[config.mk]
export PLATFORM = sky130hd
export DESIGN_NAME = nibble_window_stats_flat
export DESIGN_NICKNAME = d
export VERILOG_FILES = /design/src/rtl/nibble_window_stats_if.sv /design/src/rtl/nibble_window_stats.sv /design/src/flat_wrapper.sv
export SDC_FILE = /design/constraint.sdc
export NUM_CORES = 1
export LEC_CHECK = 0
export BUFFER_PORTS_ARGS = -buffer_cell sky130_fd_sc_hd__buf_4
export CELL_PAD_IN_SITES_DETAIL_PLACEMENT = 0
export CELL_PAD_IN_SITES_GLOBAL_PLACEMENT = 1
export CORE_MARGIN = 1.5
export CORE_UTILIZATION = 30
export DETAILED_ROUTE_END_ITERATION = 6
export GPL_TIMING_DRIVEN = 1
export HOLD_SLACK_MARGIN = 0.12
export PLACE_DENSITY_LB_ADDON = 0.1
export SLEW_MARGIN = 40
export SYNTH_ARGS = -nofsm -noshare
export SYNTH_HDL_FRONTEND = slang
export SYNTH_SLANG_ARGS = --single-unit
[constraint.sdc]
create_clock -name clk -period 6.1 [get_ports clk]
set_clock_uncertainty 0.15 [all_clocks]
set_input_delay 0.61 -clock clk [delete_from_list [all_inputs] [get_ports clk]]
set_output_delay 0.61 -clock clk [all_outputs]
set_load 0.005 [all_outputs]
[src/rtl/nibble_window_stats_if.sv]
// rtl/nibble_window_stats_if.sv - sample input / window result handshake bundle
interface nibble_window_stats_if #(
    parameter int WINDOW = 8,
    parameter int CNT_W  = $clog2(WINDOW + 1),
    parameter int SUM_W  = 4 + $clog2(WINDOW + 1)
) ();
    logic             in_valid;
    logic             in_ready;
    logic [3:0]       in_val;
    logic             in_p;
    logic             in_d;
    logic             out_valid;
    logic             out_ready;
    logic [CNT_W-1:0] out_prime_cnt;
    logic [CNT_W-1:0] out_div3_cnt;
    logic [CNT_W-1:0] out_both_cnt;
    logic [3:0]       out_max;
    logic [SUM_W-1:0] out_sum;

    // master drives samples and consumes results; slave is the stats stage
    modport master (
        output in_valid, in_val, in_p, in_d, out_ready,
        input  in_ready, out_valid, out_prime_cnt, out_div3_cnt,
               out_both_cnt, out_max, out_sum
    );

    modport slave (
        input  in_valid, in_val, in_p, in_d, out_ready,
        output in_ready, out_valid, out_prime_cnt, out_div3_cnt,
               out_both_cnt, out_max, out_sum
    );
endinterface

[src/rtl/nibble_window_stats.sv]
// rtl/nibble_window_stats.sv - per-window prime/div3 counts, max and sum of classified nibbles
module nibble_window_stats #(
    parameter int WINDOW = 8,
    parameter int CNT_W  = $clog2(WINDOW + 1),
    parameter int SUM_W  = 4 + $clog2(WINDOW + 1)
) (
    input  logic                 clk,
    input  logic                 reset_n,
    nibble_window_stats_if.slave bus
);
    typedef enum logic {
        ACCUM = 1'b0,
        HOLD  = 1'b1
    } state_t;

    localparam logic [CNT_W-1:0] LAST_IDX = CNT_W'(WINDOW - 1);

    state_t           state;
    logic             in_ready_q;
    logic             out_valid_q;
    logic [CNT_W-1:0] sample_cnt;
    logic [CNT_W-1:0] prime_acc;
    logic [CNT_W-1:0] div3_acc;
    logic [CNT_W-1:0] both_acc;
    logic [3:0]       max_acc;
    logic [SUM_W-1:0] sum_acc;

    logic [CNT_W-1:0] prime_q;
    logic [CNT_W-1:0] div3_q;
    logic [CNT_W-1:0] both_q;
    logic [3:0]       max_q;
    logic [SUM_W-1:0] sum_q;

    logic             in_xfer;
    logic             out_xfer;
    logic             last_sample;
    logic [CNT_W-1:0] prime_nxt;
    logic [CNT_W-1:0] div3_nxt;
    logic [CNT_W-1:0] both_nxt;
    logic [3:0]       max_nxt;
    logic [SUM_W-1:0] sum_nxt;

    // handshakes use the registered flags so acceptance never depends on inputs
    assign in_xfer     = bus.in_valid & in_ready_q;
    assign out_xfer    = out_valid_q & bus.out_ready;
    assign last_sample = (sample_cnt == LAST_IDX);

    // accumulator values including the sample offered this cycle
    assign prime_nxt = prime_acc + CNT_W'(bus.in_p);
    assign div3_nxt  = div3_acc + CNT_W'(bus.in_d);
    assign both_nxt  = both_acc + CNT_W'(bus.in_p & bus.in_d);
    assign max_nxt   = (bus.in_val > max_acc) ? bus.in_val : max_acc;
    assign sum_nxt   = sum_acc + SUM_W'(bus.in_val);

    always_ff @(posedge clk) begin
        if (!reset_n) begin
            state       <= ACCUM;
            in_ready_q  <= 1'b0;
            out_valid_q <= 1'b0;
            sample_cnt  <= '0;
            prime_acc   <= '0;
            div3_acc    <= '0;
            both_acc    <= '0;
            max_acc     <= '0;
            sum_acc     <= '0;
            prime_q     <= '0;
            div3_q      <= '0;
            both_q      <= '0;
            max_q       <= '0;
            sum_q       <= '0;
        end else begin
            case (state)
                ACCUM: begin
                    // ready is held low for the reset cycle, then opens here
                    in_ready_q <= 1'b1;
                    if (in_xfer) begin
                        if (last_sample) begin
                            prime_q     <= prime_nxt;
                            div3_q      <= div3_nxt;
                            both_q      <= both_nxt;
                            max_q       <= max_nxt;
                            sum_q       <= sum_nxt;
                            prime_acc   <= '0;
                            div3_acc    <= '0;
                            both_acc    <= '0;
                            max_acc     <= '0;
                            sum_acc     <= '0;
                            sample_cnt  <= '0;
                            in_ready_q  <= 1'b0;
                            out_valid_q <= 1'b1;
                            state       <= HOLD;
                        end else begin
                            prime_acc  <= prime_nxt;
                            div3_acc   <= div3_nxt;
                            both_acc   <= both_nxt;
                            max_acc    <= max_nxt;
                            sum_acc    <= sum_nxt;
                            sample_cnt <= sample_cnt + CNT_W'(1);
                        end
                    end
                end
                HOLD: begin
                    if (out_xfer) begin
                        in_ready_q  <= 1'b1;
                        out_valid_q <= 1'b0;
                        state       <= ACCUM;
                    end
                end
                default: begin
                    in_ready_q  <= 1'b0;
                    out_valid_q <= 1'b0;
                    state       <= ACCUM;
                end
            endcase
        end
    end

    assign bus.in_ready      = in_ready_q;
    assign bus.out_valid     = out_valid_q;
    assign bus.out_prime_cnt = prime_q;
    assign bus.out_div3_cnt  = div3_q;
    assign bus.out_both_cnt  = both_q;
    assign bus.out_max       = max_q;
    assign bus.out_sum       = sum_q;
endmodule
[src/flat_wrapper.sv]
// flat-port wrapper written by rule: the top's interface ports become plain ports
module nibble_window_stats_flat 
#(
    parameter int WINDOW = 8,
    parameter int CNT_W  = $clog2(WINDOW + 1),
    parameter int SUM_W  = 4 + $clog2(WINDOW + 1)
)
  (clk, reset_n, bus_in_valid, bus_in_val, bus_in_p, bus_in_d, bus_out_ready, bus_in_ready, bus_out_valid, bus_out_prime_cnt, bus_out_div3_cnt, bus_out_both_cnt, bus_out_max, bus_out_sum);
  nibble_window_stats_if #(.WINDOW(WINDOW), .CNT_W(CNT_W), .SUM_W(SUM_W)) bus_i ();
  input  logic clk;
  input  logic reset_n;
  input wire logic [$bits(bus_i.in_valid)-1:0] bus_in_valid;
  input wire logic [$bits(bus_i.in_val)-1:0] bus_in_val;
  input wire logic [$bits(bus_i.in_p)-1:0] bus_in_p;
  input wire logic [$bits(bus_i.in_d)-1:0] bus_in_d;
  input wire logic [$bits(bus_i.out_ready)-1:0] bus_out_ready;
  output wire logic [$bits(bus_i.in_ready)-1:0] bus_in_ready;
  output wire logic [$bits(bus_i.out_valid)-1:0] bus_out_valid;
  output wire logic [$bits(bus_i.out_prime_cnt)-1:0] bus_out_prime_cnt;
  output wire logic [$bits(bus_i.out_div3_cnt)-1:0] bus_out_div3_cnt;
  output wire logic [$bits(bus_i.out_both_cnt)-1:0] bus_out_both_cnt;
  output wire logic [$bits(bus_i.out_max)-1:0] bus_out_max;
  output wire logic [$bits(bus_i.out_sum)-1:0] bus_out_sum;
  assign bus_i.in_valid = bus_in_valid;
  assign bus_i.in_val = bus_in_val;
  assign bus_i.in_p = bus_in_p;
  assign bus_i.in_d = bus_in_d;
  assign bus_i.out_ready = bus_out_ready;
  assign bus_in_ready = bus_i.in_ready;
  assign bus_out_valid = bus_i.out_valid;
  assign bus_out_prime_cnt = bus_i.out_prime_cnt;
  assign bus_out_div3_cnt = bus_i.out_div3_cnt;
  assign bus_out_both_cnt = bus_i.out_both_cnt;
  assign bus_out_max = bus_i.out_max;
  assign bus_out_sum = bus_i.out_sum;
  nibble_window_stats #(.WINDOW(WINDOW), .CNT_W(CNT_W), .SUM_W(SUM_W)) u_core (.clk(clk), .reset_n(reset_n), .bus(bus_i));
endmodule
==> tab_implementation.tex, run 1 <==
\begin{tabular}{lr}
\hline
Metric & Value \\
\hline
\multicolumn{2}{l}{\textbf{Power and ir drop}} \\
\quad Lkg Pwr & 1.10 nW \\
\quad Power Total & 0.624 mW \\
\quad Max VDD drop & 0.0688 mV \\
\quad Power per Cell Area & between 200 and 250 nW/um2 \\
\multicolumn{2}{l}{\textbf{Placement}} \\
\quad Detailed placer's ending HPWL & 3990 um \\
\quad Setup slack at placement & 3.63 ns \\
\quad Routability Congestion & 0.717 \\
\quad PortBufs & 35 \\
\multicolumn{2}{l}{\textbf{Clock tree}} \\
\quad Clock Latency Late Sink & 0.30 ns \\
\quad Hold buffer count at cts & 0 \\
\quad Number of setup buffers added after CTS & 0 \\
\quad H-Tree Depth & 2 \\
\quad \# clock sinks & 55 \\
\quad Number of buffers created by CTS & 5 \\
\quad Clock Root Buffer & clkbuf\_8 \\
\quad Clk buf depth & 2 \\
\quad CTS tree & built \\
\quad Clock Pin Slew Worst Setup and Hold Paths & $\sim$0.1 ns \\
\quad Post-cts repair resize count & 0 \\
\multicolumn{2}{l}{\textbf{Final layout}} \\
\quad Final antenna diode count & 0 \\
\quad Net count of the finished layout & 343 \\
\quad Number of fill cells & 847 \\
\quad Final Core Density & 0.373 \\
\quad Fraction of layout instances using a drive strength above 1 & 0.154 \\
\quad Area growth from synthesis to layout & 18.0\% \\
\multicolumn{2}{l}{\textbf{Routing}} \\
\quad Final WL & 5880 um \\
\quad Post-DRT Antenna Nets & 0 \\
\quad Drt drc & 0 \\
\quad Mean number of vias per cell & a little under 5 \\
\quad First drt pass iteration count & 4 \\
\quad Per-cell routed wire length & 14.0 um \\
\quad Initial drt markers & 81 \\
\quad Vias post-DR & 2042 \\
\multicolumn{2}{l}{\textbf{Setup path}} \\
\quad Reg2Reg Capture Point & u\_core.bus.out\_sum[4]\$\_SDFFE\_PN0P\_ \\
\quad Worst Path Arrival & 2.22 ns \\
\quad Endpoint required time on the critical path & 6.18 ns \\
\quad Worst path cell trace & ha\_1, and3b\_1, nand2\_2, or3\_1, a31oi\_1 \\
\quad Element type at the critical path start & flop \\
\quad Critical Path Fanout Max & 17 \\
\quad Master of the slowest instance on the critical path & or3\_1 \\
\quad Setup slack of the worst register-to-register path & 3.96 ns \\
\quad Cell depth of the worst flop-to-flop path & 5 \\
\quad Critical path class & reg2reg \\
\quad Reg-to-reg critical path startpoint & u\_core.sample\_cnt[0]\$\_SDFFE\_PN0P\_ \\
\quad Element type at the critical path end & flop \\
\quad Maximum single-stage delay on the critical path & 0.43 ns \\
\multicolumn{2}{l}{\textbf{Logic synthesis}} \\
\quad Cells after Synth & roughly 290 \\
\quad FF+latch count, synth & 55 \\
\quad Per-instance average area after synthesis & between 8 and 9 um2 \\
\quad Warning count from the yosys run & 0 \\
\quad Synthesized cell area & 2480 um2 \\
\quad Sequential-to-total area share from yosys stat & 0.444 \\
\quad Distinct cell type count of the synthesized netlist & 41 \\
\quad Net count after synthesis & 313 \\
\multicolumn{2}{l}{\textbf{STA}} \\
\quad Maximum clock frequency & 468 MHz \\
\quad Final count of hold timing violations & 0 \\
\quad Time the worst path needs with I/O delays and setup & roughly 2.1 ns \\
\quad Endpoints failing setup & 0 \\
\quad Least-Margin Pin Slew & 0.735 ns \\
\quad Final worst setup slack & $\sim$4.0 ns \\
\quad Worst slew margin & 0.510 \\
\quad Final-report max-slew violation count & 0 \\
\quad Final total negative setup slack & 0 ns \\
\quad Setup repair after global routing missed its margin & false \\
\quad Final worst path period share & 0.351 \\
\multicolumn{2}{l}{\textbf{Worst hold path}} \\
\quad Beginning of the worst hold path & u\_core.bus.out\_both\_cnt[1]\$\_SDFFE\_PN0P\_ \\
\quad Min-Delay Path Depth & 2 \\
\quad Hold Path Class & reg2reg \\
\quad Hold worst-path end & u\_core.bus.out\_both\_cnt[1]\$\_SDFFE\_PN0P\_ \\
\multicolumn{2}{l}{\textbf{GRT}} \\
\quad Total congestion overflow & 0 \\
\quad Antenna violations before repair & 0 \\
\quad First-pass GRT wire length & 9670 um \\
\quad Vias in the first global route & about 1800 \\
\quad Global-route total usage across every layer & 0.142 \\
\quad Pin count of the biggest net entering global routing & 49 \\
\multicolumn{2}{l}{\textbf{Floorplanning}} \\
\quad Die boundary width & 93.9 um \\
\quad Starting density of the core & 0.316 \\
\quad Core Box Area & 7850 um2 \\
\quad I/O pin cnt & 36 \\
\quad Row Count & 32 \\
\quad Y dimension of the die & 93.9 um \\
\quad Area of the die & 8820 um2 \\
\multicolumn{2}{l}{\textbf{Status}} \\
\quad Status & finished clean \\
\multicolumn{2}{l}{\textbf{Flow run}} \\
\quad Maxcap violations & 0 \\
\hline
\end{tabular}
registers in the layout, summed over array words and instances (netlist names):
name                      flops
u_core.bus.out_prime_cnt      4
u_core.bus.in_ready           1
u_core.div3_acc               4
u_core.bus.out_max            4
u_core.bus.out_valid          1
u_core.max_acc                4
u_core.prime_acc              4
u_core.bus.out_div3_cnt       4
u_core.sum_acc                8
u_core.bus.out_sum            8
u_core.bus.out_both_cnt       4
u_core.both_acc               4
u_core.state                  1
u_core.sample_cnt             4
critical path, delay by kind of cell (launching register included):
| kind | cells | cell delay, ns |
|---|---|---|
| simple gates | 3 | 1.16 |
| flops | 1 | 0.39 |
| fa+ha+maj | 1 | 0.20 |
| compound gates | 1 | 0.16 |
metrics by stage:
stage | hold WS, ns | std cells | cell area, um2
detailed placement | 0.301 | 412 | 2850
floorplan | 0.303 | 287 | 2480
CTS | 0.315 | 420 | 2930
global route | 0.336 | 420 | 2930
finish | 0.312 | 420 | 2930
global placement | 0.298 | 411 | 2820
per-layer routing:
layer | global-route usage | wire length, um | vias up
met5 | 0 | 0 | -
met4 | 0.0410 | 60 | 0
met3 | 0.0283 | 239 | 4
met2 | 0.197 | 2330 | 37
met1 | 0.217 | 3250 | 924
li1 | - | - | 1077
power breakdown:
part / total (mW) / leakage (nW) / internal (mW) / switching (mW)
Combinational: 0.0582 / 0.611 / 0.0221 / 0.0361
Sequential: 0.368 / 0.445 / 0.364 / 0.00364
Clock: 0.198 / 0.0422 / 0.0811 / 0.117
how the worst max path moves through the flow:
stage / start / to / depth (start not counted) / slack [ns]
after detailed placement: bus_in_val[0] / u_core.bus.out_sum[4]$_SDFFE_PN0P_ / 9 / 3.63
after CTS: u_core.sample_cnt[0]$_SDFFE_PN0P_ / u_core.bus.out_sum[4]$_SDFFE_PN0P_ / 5 / 3.93
after floorplan: bus_in_val[0] / u_core.bus.out_sum[4]$_SDFFE_PN0P_ / 8 / 3.86
final: u_core.sample_cnt[0]$_SDFFE_PN0P_ / u_core.bus.out_sum[4]$_SDFFE_PN0P_ / 5 / 3.96
after global placement: bus_in_val[0] / u_core.bus.out_sum[4]$_SDFFE_PN0P_ / 9 / 3.64
after global routing: u_core.sample_cnt[0]$_SDFFE_PN0P_ / u_core.bus.out_sum[4]$_SDFFE_PN0P_ / 5 / 3.75
logic make-up after synthesis:
kind of cell,after synthesis,share of synthesized area
AO/OA/AOI/OAI,77,0.191
multiplexers,2,0.00807
XOR/XNOR,11,0.0388
flip-flops,55,0.444
adder cells (fa/ha/maj),16,0.0837
AND/OR/NAND/NOR,102,0.194
buffers and inverters,24,0.0408
synthesized netlist by cell type:
cell type  count  area share
dfxtp_1       55        0.44
nand2_1       35       0.053
nor2_1        31       0.047
a21oi_1       29       0.058
ha_1          15       0.076
o21ai_0       14       0.028
a211oi_1      10       0.030
inv_1          9       0.014
a22oi_1        8       0.024
clkbuf_1       8       0.012
nand3_1        8       0.016
buf_2          6       0.012
xor2_1         6       0.021
nand3b_1       5       0.015
xnor2_1        5       0.018
nor3_1         4      0.0081
or3_1          4       0.010
a31oi_1        3      0.0076
a311oi_1       2      0.0071
and2_1         2      0.0050
and3b_1        2      0.0071
mux2i_1        2      0.0081
nand2_2        2      0.0050
nand4_1        2      0.0050
nor2b_1        2      0.0050
o31ai_1        2      0.0060
o32ai_1        2      0.0071
a21o_1         1      0.0030
a21oi_2        1      0.0035
and4_1         1      0.0035
buf_4          1      0.0030
fa_1           1      0.0081
nand4b_1       1      0.0035
nor2_2         1      0.0025
nor2_4         1      0.0045
o2111ai_1      1      0.0035
o211ai_1       1      0.0030
o21a_1         1      0.0030
o22ai_1        1      0.0025
o311ai_0       1      0.0035
or4_1          1      0.0030
layout by cell type, fill, tap and decap left out, types with 2 or more instances in the layout:
cell       n
a211oi_1  10
a21oi_1   29
a22oi_1    8
a311oi_1   2
a31oi_1    3
and2_1     2
and3b_1    2
buf_4     37
clkbuf_1   2
clkbuf_8   5
dfxtp_1   55
ha_1      15
inv_1      9
mux2i_1    2
nand2_1   35
nand2_2    2
nand3_1    8
nand3b_1   5
nand4_1    2
nor2_1    31
nor2b_1    2
nor3_1     4
o21ai_0   14
o31ai_1    2
o32ai_1    2
or3_1      4
xnor2_1    5
xor2_1     6
cell type report:
type / count / area [um2] / area share
tap: 102 / 128 / 0.0436
timing repair buffer: 38 / 305 / 0.104
multi-input combinational: 208 / 1280 / 0.437
inverter: 9 / 33.8 / 0.0115
clock inverter: 1 / 5.00 / 0.00171
sequential: 55 / 1100 / 0.376
clock buffer: 7 / 76.3 / 0.0261
No activity file was read; power rests on OpenSTA's default activity.
==> run 2, diff against run 1 <==
==> constraint.sdc (replaced) <==
create_clock -name clk -period 1.74 [get_ports clk]
set_clock_uncertainty 0.15 [all_clocks]
set_input_delay 0.174 -clock clk [delete_from_list [all_inputs] [get_ports clk]]
set_output_delay 0.174 -clock clk [all_outputs]
set_load 0.005 [all_outputs]
==> run 2 against run 1 <==
Sequential cell count unchanged. Via count up 11%. The run now ends with negative setup slack left. Critical path type unchanged. Sequential power rose to 3.5 times the previous value.
==> tab_implementation.tex, run 2 (same netlist as run 1, synthesis figures left out) <==
\begin{tabular}{lr}
\hline
Metric & Value \\
\hline
\multicolumn{2}{l}{\textbf{Status}} \\
\quad Status & finished, violations left \\
\quad Violations in the final reports & negative setup slack \\
\multicolumn{2}{l}{\textbf{Power and ir drop}} \\
\quad Power Total & 2.39 mW (+280\%) \\
\quad Max VDD drop & 0.348 mV (+410\%) \\
\quad Lkg Pwr & 1.36 nW (+24\%) \\
\quad Power per Cell Area & 671 nW/um2 (+210\%) \\
\multicolumn{2}{l}{\textbf{Setup path}} \\
\quad Endpoint required time on the critical path & 1.84 ns (-4.34 ns) \\
\quad Critical path class & reg2reg \\
\quad Master of the slowest instance on the critical path & dfxtp\_2 \\
\quad Critical Path Fanout Max & 2 (-15) \\
\quad Reg-to-reg critical path startpoint & u\_core.sum\_acc[0]\$\_SDFFE\_PN0P\_ \\
\quad Worst path cell trace & ha\_4, inv\_2, fa\_2, nor2b\_2, o21ai\_2, and2\_4, or3\_1, a31oi\_1 \\
\quad Kind of cell with the highest combined delay on the critical path & simple AND/OR/NAND/NOR gates \\
\quad Worst path buffer plus inverter count & 1 (+1) \\
\quad Cell depth of the worst flop-to-flop path & 8 (+3) \\
\quad Maximum single-stage delay on the critical path & 0.37 ns (-0.06 ns) \\
\quad Element type at the critical path end & flop \\
\quad Setup slack of the worst register-to-register path & -0.10 ns (-4.06 ns) \\
\quad Reg2Reg Capture Point & u\_core.bus.out\_sum[4]\$\_SDFFE\_PN0P\_ \\
\quad Element type at the critical path start & flop \\
\quad Stages on the worst setup path & 8 (+3) \\
\quad Worst Path Arrival & 1.94 ns (-0.28 ns) \\
\multicolumn{2}{l}{\textbf{STA}} \\
\quad Final-report max-slew violation count & 0 (unchanged) \\
\quad Final count of hold timing violations & 0 (unchanged) \\
\quad Final hold slack & 0.120 ns (-0.192 ns) \\
\quad Final worst path period share & 1.06 (+0.709) \\
\quad Maximum clock frequency & 542 MHz (+16\%) \\
\quad Setup repair after global routing missed its margin & true \\
\quad Least-Margin Pin Slew & 0.263 ns (-0.471 ns) \\
\quad Final worst setup slack & -0.104 ns (-4.06 ns) \\
\quad Time the worst path needs with I/O delays and setup & 1.84 ns (-0.295 ns) \\
\quad Worst slew margin & 0.824 (+0.315) \\
\quad Endpoints failing setup & 12 (+12) \\
\multicolumn{2}{l}{\textbf{Worst hold path}} \\
\quad Hold worst-path end & u\_core.bus.out\_max[2]\$\_SDFFE\_PN0P\_ \\
\quad Beginning of the worst hold path & bus\_in\_val[2] \\
\quad Min-Delay Path Depth & 4 (+2) \\
\quad Hold Path Class & in2reg \\
\multicolumn{2}{l}{\textbf{GRT}} \\
\quad Antenna violations before repair & 0 (unchanged) \\
\quad First-pass GRT wire length & 10800 um (+12\%) \\
\quad Pin count of the biggest net entering global routing & 34 (-31\%) \\
\quad Global-route total usage across every layer & 0.158 (+0.0158) \\
\quad Total congestion overflow & 0 (unchanged) \\
\quad Vias in the first global route & 2194 (+22\%) \\
\multicolumn{2}{l}{\textbf{Floorplanning}} \\
\quad Starting density of the core & 0.316 (unchanged) \\
\quad I/O pin cnt & 36 (unchanged) \\
\quad Area of the die & 8820 um2 (unchanged) \\
\quad Row Count & 32 (unchanged) \\
\quad Die boundary width & 93.9 um (unchanged) \\
\quad Y dimension of the die & 93.9 um (unchanged) \\
\quad Core Box Area & 7850 um2 (unchanged) \\
\multicolumn{2}{l}{\textbf{Clock tree}} \\
\quad Clock Root Buffer & clkbuf\_8 \\
\quad Clock Pin Slew Worst Setup and Hold Paths & 0.11 ns (about the same) \\
\quad Number of buffers created by CTS & 5 (unchanged) \\
\quad Clock Latency Late Sink & 0.31 ns (about the same) \\
\quad \# clock sinks & 55 (unchanged) \\
\quad Clk buf depth & 2 (unchanged) \\
\quad CTS tree & built \\
\quad H-Tree Depth & 2 (unchanged) \\
\multicolumn{2}{l}{\textbf{Placement}} \\
\quad Total placed cells including tap cells & 443 (+7.5\%) \\
\quad Routability Congestion & 0.738 (+2.9\%) \\
\quad Detailed placer's ending HPWL & 4360 um (+9.3\%) \\
\quad PortBufs & 35 (unchanged) \\
\multicolumn{2}{l}{\textbf{Routing}} \\
\quad Drt drc & 0 (unchanged) \\
\quad Highest routing layer actually used & met4 \\
\quad Detail Route met3 WL & 334 um (+40\%) \\
\quad Routed metal-1 wirelength & 3260 um (+0.46\%) \\
\quad Mean number of vias per cell & 4.85 (-0.29\%) \\
\quad Post-DRT Antenna Nets & 0 (unchanged) \\
\quad Met2 wire length & 2890 um (+24\%) \\
\quad Vias post-DR & 2259 (+11\%) \\
\quad Initial drt markers & 57 (-30\%) \\
\quad Per-cell routed wire length & 14.1 um (+0.74\%) \\
\quad Final WL & 6570 um (+12\%) \\
\quad First drt pass iteration count & 4 (unchanged) \\
\multicolumn{2}{l}{\textbf{Final layout}} \\
\quad Final instance count without filler cells & 466 (+11\%) \\
\quad Highest-count cells in the layout ignoring fill and taps & buf\_4, dfxtp\_1, nand2\_1, nor2\_1, a21oi\_1 \\
\quad Final antenna diode count & 0 (unchanged) \\
\quad Most frequent standard cell in the layout excluding fill and tap cells & buf\_4 \\
\quad Net count of the finished layout & 389 (+13\%) \\
\quad Area growth from synthesis to layout & 43.8\% \\
\quad Number of fill cells & 803 (-5.2\%) \\
\quad Fraction of layout instances using a drive strength above 1 & 0.346 (+0.192) \\
\multicolumn{2}{l}{\textbf{Flow run}} \\
\quad Maxcap violations & 0 (unchanged) \\
\hline
\end{tabular}
-- run 2: cell types whose count changed in the layout (fill, tap and decap cells not counted), sizes merged --
cell / change
buf: +35
dlygate4sd3: +10
clkinv: +1
-- run 2: stage by stage --
stage	utilization	setup WS [ns]	setup TNS [ns]	cell area, um2
after floorplan	-	-0.0742	-0.127	2500
after global routing	0.455	-0.205	-2.02	3570
after CTS	0.437	-0.115	-0.841	3430
after global placement	0.399	-0.157	-1.64	3130
after detailed placement	0.399	-0.194	-1.67	3130
final	0.455	-0.104	-0.381	3570
-- run 2: worst max-delay path by stage --
stage	from	to	slack, ns
after CTS	u_core.sum_acc[0]$_SDFFE_PN0P_	u_core.bus.out_sum[4]$_SDFFE_PN0P_	-0.12
after detailed placement	u_core.max_acc[1]$_SDFFE_PN0P_	u_core.max_acc[1]$_SDFFE_PN0P_	-0.19
after floorplan	u_core.sum_acc[0]$_SDFFE_PN0P_	u_core.bus.out_sum[4]$_SDFFE_PN0P_	-0.07
after global placement	u_core.max_acc[1]$_SDFFE_PN0P_	u_core.max_acc[1]$_SDFFE_PN0P_	-0.16
final	u_core.sum_acc[0]$_SDFFE_PN0P_	u_core.bus.out_sum[4]$_SDFFE_PN0P_	-0.10
after global routing	u_core.sum_acc[0]$_SDFFE_PN0P_	u_core.bus.out_sum[4]$_SDFFE_PN0P_	-0.21
-- run 2: power by group --
group / internal, mW / total, mW / switching [mW]
combinational: 0.180 / 0.356 / 0.175
clock: 0.291 / 0.744 / 0.453
sequential: 1.28 / 1.29 / 0.0151
-- run 2: metal layers --
layer	up-vias	GRT usage
li1	1166	-
met5	-	0
met3	6	0.0356
met1	1044	0.218
met2	43	0.243
met4	0	0.0473
-- run 2: cell type report --
| class | instances | area, um2 | area share |
|---|---|---|---|
| clock buffers | 6 | 72.6 | 0.0203 |
| clock inverters | 2 | 17.5 | 0.00491 |
| inverters | 9 | 33.8 | 0.00947 |
| multi-input cells | 208 | 1460 | 0.409 |
| flip-flops and latches | 55 | 1110 | 0.311 |
| well taps | 102 | 128 | 0.0358 |
| repair buffers | 84 | 746 | 0.209 |
-- run 2: worst min-delay path, delay by kind of cell --
family / cells / cell delay (ns)
AOI/OAI and AO/OA: 1 / 0.11
buffers and inverters: 2 / 0.20
muxes: 1 / 0.07
-- run 2: timing repair --
item	CTS	global route
endpoints found under the hold margin	20	0
resized for setup	24	24
hold buffers	10	0
pin swaps	16	13
setup buffers	3	2
gates cloned	0	1
endpoints found under the setup margin	17	29
==> run 3, diff against run 2 <==
--- a/config.mk
+++ b/config.mk
@@ -14,6 +14,7 @@
 export GPL_TIMING_DRIVEN = 1
 export HOLD_SLACK_MARGIN = 0.12
 export PLACE_DENSITY_LB_ADDON = 0.1
+export REMOVE_ABC_BUFFERS = 1
 export SLEW_MARGIN = 40
 export SYNTH_ARGS = -nofsm -noshare
 export SYNTH_HDL_FRONTEND = slang
==> run 3 against run 2 <==
The flow still finishes with violations (negative setup slack). Non-clock buffer count shrank 4. Cell count shrank 0.86%. Final area shrank 1.3%. Critical path depth unchanged. Global-route usage rose by 0.59 points. Critical endpoint unchanged. Register-to-register slack got worse by 0.03 ns. Clock power is 3.5% lower. Largest cell class unchanged. Fmax decreased by 1.9%.
==> tab_implementation.tex, run 3 (same netlist as run 1, synthesis figures left out) <==
\begin{tabular}{lr}
\hline
Metric & Value \\
\hline
\multicolumn{2}{l}{\textbf{Status}} \\
\quad Status & finished, violations left \\
\quad Violations in the final reports & negative setup slack \\
\multicolumn{2}{l}{\textbf{GRT}} \\
\quad Global-route total usage across every layer & 0.163 (+0.00587) \\
\quad First-pass GRT wire length & 11200 um (+3.8\%) \\
\quad Total congestion overflow & 0 (unchanged) \\
\quad Antenna violations before repair & 0 (unchanged) \\
\quad Vias in the first global route & 2322 (+5.8\%) \\
\quad Pin count of the biggest net entering global routing & 34 (unchanged) \\
\multicolumn{2}{l}{\textbf{Setup path}} \\
\quad Master of the slowest instance on the critical path & dfxtp\_2 \\
\quad Critical path class & reg2reg \\
\quad Element type at the critical path end & flop \\
\quad Maximum single-stage delay on the critical path & 0.36 ns (about the same) \\
\quad Critical Path Fanout Max & 2 (unchanged) \\
\quad Worst path cell trace & ha\_4, inv\_2, fa\_2, nor2b\_2, o21ai\_2, and2\_4, or3\_1, a31oi\_1 \\
\quad Kind of cell with the highest combined delay on the critical path & simple AND/OR/NAND/NOR gates \\
\quad Endpoint required time on the critical path & 1.83 ns (about the same) \\
\quad Worst path buffer plus inverter count & 1 (unchanged) \\
\quad Worst Path Arrival & 1.97 ns (+0.03 ns) \\
\quad Element type at the critical path start & flop \\
\multicolumn{2}{l}{\textbf{Clock tree}} \\
\quad \# clock sinks & 55 (unchanged) \\
\quad Clk buf depth & 2 (unchanged) \\
\quad Clock Pin Slew Worst Setup and Hold Paths & 0.10 ns (about the same) \\
\quad Clock Latency Late Sink & 0.31 ns (about the same) \\
\quad Clock Root Buffer & clkbuf\_8 \\
\quad CTS tree & built \\
\quad Number of buffers created by CTS & 5 (unchanged) \\
\quad H-Tree Depth & 2 (unchanged) \\
\multicolumn{2}{l}{\textbf{Placement}} \\
\quad Total placed cells including tap cells & 439 (-0.90\%) \\
\quad PortBufs & 35 (unchanged) \\
\quad Setup slack at placement & -0.287 ns (-0.0929 ns) \\
\quad Routability Congestion & 0.765 (+3.7\%) \\
\quad Detailed placer's ending HPWL & 4360 um (about the same) \\
\quad Cell area reported after detailed placement & 3040 um2 (-2.8\%) \\
\multicolumn{2}{l}{\textbf{STA}} \\
\quad Endpoints failing setup & 13 (+1) \\
\quad Final worst setup slack & -0.139 ns (-0.0349 ns) \\
\quad Final count of hold timing violations & 0 (unchanged) \\
\quad Worst slew margin & 0.753 (-0.0711) \\
\quad Time the worst path needs with I/O delays and setup & 1.88 ns (+0.0349 ns) \\
\quad Final worst path period share & 1.08 (+0.0201) \\
\quad Setup repair after global routing missed its margin & true \\
\quad Final-report max-slew violation count & 0 (unchanged) \\
\quad Least-Margin Pin Slew & 0.370 ns (+0.107 ns) \\
\quad Final hold slack & 0.161 ns (+0.0411 ns) \\
\quad Maximum clock frequency & 532 MHz (-1.9\%) \\
\multicolumn{2}{l}{\textbf{Routing}} \\
\quad Mean number of vias per cell & 4.87 (+0.51\%) \\
\quad Per-cell routed wire length & 14.0 um (-0.70\%) \\
\quad Vias post-DR & 2251 (-0.35\%) \\
\quad Initial drt markers & 74 (+30\%) \\
\quad Post-DRT Antenna Nets & 0 (unchanged) \\
\quad First drt pass iteration count & 4 (unchanged) \\
\quad Drt drc & 0 (unchanged) \\
\quad Final WL & 6470 um (-1.6\%) \\
\multicolumn{2}{l}{\textbf{Final layout}} \\
\quad Final instance count without filler cells & 462 (-0.86\%) \\
\quad Most frequent standard cell in the layout excluding fill and tap cells & buf\_4 \\
\quad Highest-count cells in the layout ignoring fill and taps & buf\_4, dfxtp\_1, nand2\_1, nor2\_1, a21oi\_1 \\
\quad Area growth from synthesis to layout & 41.9\% \\
\quad Final antenna diode count & 0 (unchanged) \\
\quad Net count of the finished layout & 385 (-1.0\%) \\
\quad Fraction of layout instances using a drive strength above 1 & 0.367 (+0.0205) \\
\quad Design Area, Final & 3520 um2 (-1.3\%) \\
\multicolumn{2}{l}{\textbf{Power and ir drop}} \\
\quad Max VDD drop & 0.280 mV (-19\%) \\
\quad Power per Cell Area & 673 nW/um2 (+0.20\%) \\
\quad Power Total & 2.37 mW (-1.1\%) \\
\quad Lkg Pwr & 1.32 nW (-3.1\%) \\
\multicolumn{2}{l}{\textbf{Floorplanning}} \\
\quad Area of the die & 8820 um2 (unchanged) \\
\quad Starting density of the core & 0.316 (unchanged) \\
\quad Die boundary width & 93.9 um (unchanged) \\
\quad I/O pin cnt & 36 (unchanged) \\
\quad Row Count & 32 (unchanged) \\
\quad Y dimension of the die & 93.9 um (unchanged) \\
\quad Core Box Area & 7850 um2 (unchanged) \\
\multicolumn{2}{l}{\textbf{Flow run}} \\
\quad Maxcap violations & 0 (unchanged) \\
\multicolumn{2}{l}{\textbf{Worst hold path}} \\
\quad Hold Path Class & in2reg \\
\hline
\end{tabular}
run 3: cell type report:
cell class	count	area [um2]
clock buffers	6	72.6
clock inverters	2	12.5
fillers	810	4330
inverters	9	33.8
multi-input cells	208	1510
flip-flops and latches	55	1110
well taps	102	128
repair buffers	80	657
run 3: power breakdown:
group	internal [mW]	switching [mW]
Sequential	1.28	0.0158
Combinational	0.178	0.177
Clock	0.283	0.435
Total	1.74	0.627
run 3: timing repair:
action | in CTS | in global routing
endpoints found under the hold margin | 18 | 0
cloned | 0 | 0
buffers inserted | 2 | 3
gates resized for setup | 27 | 36
hold buffers | 10 | 0
endpoints found under the setup margin | 16 | 28
pin swaps | 22 | 21
run 3: worst register-to-register path, stage by stage, from the launching register on:
cell and delay (ns):
dfxtp_2 0.36, ha_4 0.13, inv_2 0.03, fa_2 0.34, nor2b_2 0.13, o21ai_2 0.08
and2_4 0.14, or3_1 0.30, a31oi_1 0.15
run 3: per-layer routing:
layer | track usage | share of wire | up-vias | wire [um]
met5 | 0 | 0 | - | 0
met2 | 0.263 | 0.46 | 29 | 2980
li1 | - | - | 1156 | -
met3 | 0.0388 | 0.029 | 4 | 188
met4 | 0.0473 | 0.011 | 0 | 73
met1 | 0.218 | 0.50 | 1062 | 3230
run 3: worst paths after layout:
check	startpoint	to	slack (ns)	depth (start not counted)
worst min register to register	u_core.bus.out_div3_cnt[0]$_SDFFE_PN0P_	u_core.bus.out_div3_cnt[0]$_SDFFE_PN0P_	0.31	2
worst max-delay path	u_core.sum_acc[0]$_SDFFE_PN0P_	u_core.bus.out_sum[4]$_SDFFE_PN0P_	-0.14	8
worst max register to register	u_core.sum_acc[0]$_SDFFE_PN0P_	u_core.bus.out_sum[4]$_SDFFE_PN0P_	-0.14	8
worst min-delay path	bus_in_val[0]	u_core.bus.out_max[0]$_SDFFE_PN0P_	0.16	4
run 3: stage by stage:
| step | setup TNS, ns | util |
|---|---|---|
| finish | -0.709 | 0.449 |
| global route | -2.00 | 0.449 |
| CTS | -0.887 | 0.426 |
| detailed placement | -1.96 | 0.388 |
| global placement | -1.67 | 0.388 |
| floorplan | -6.20 | - |
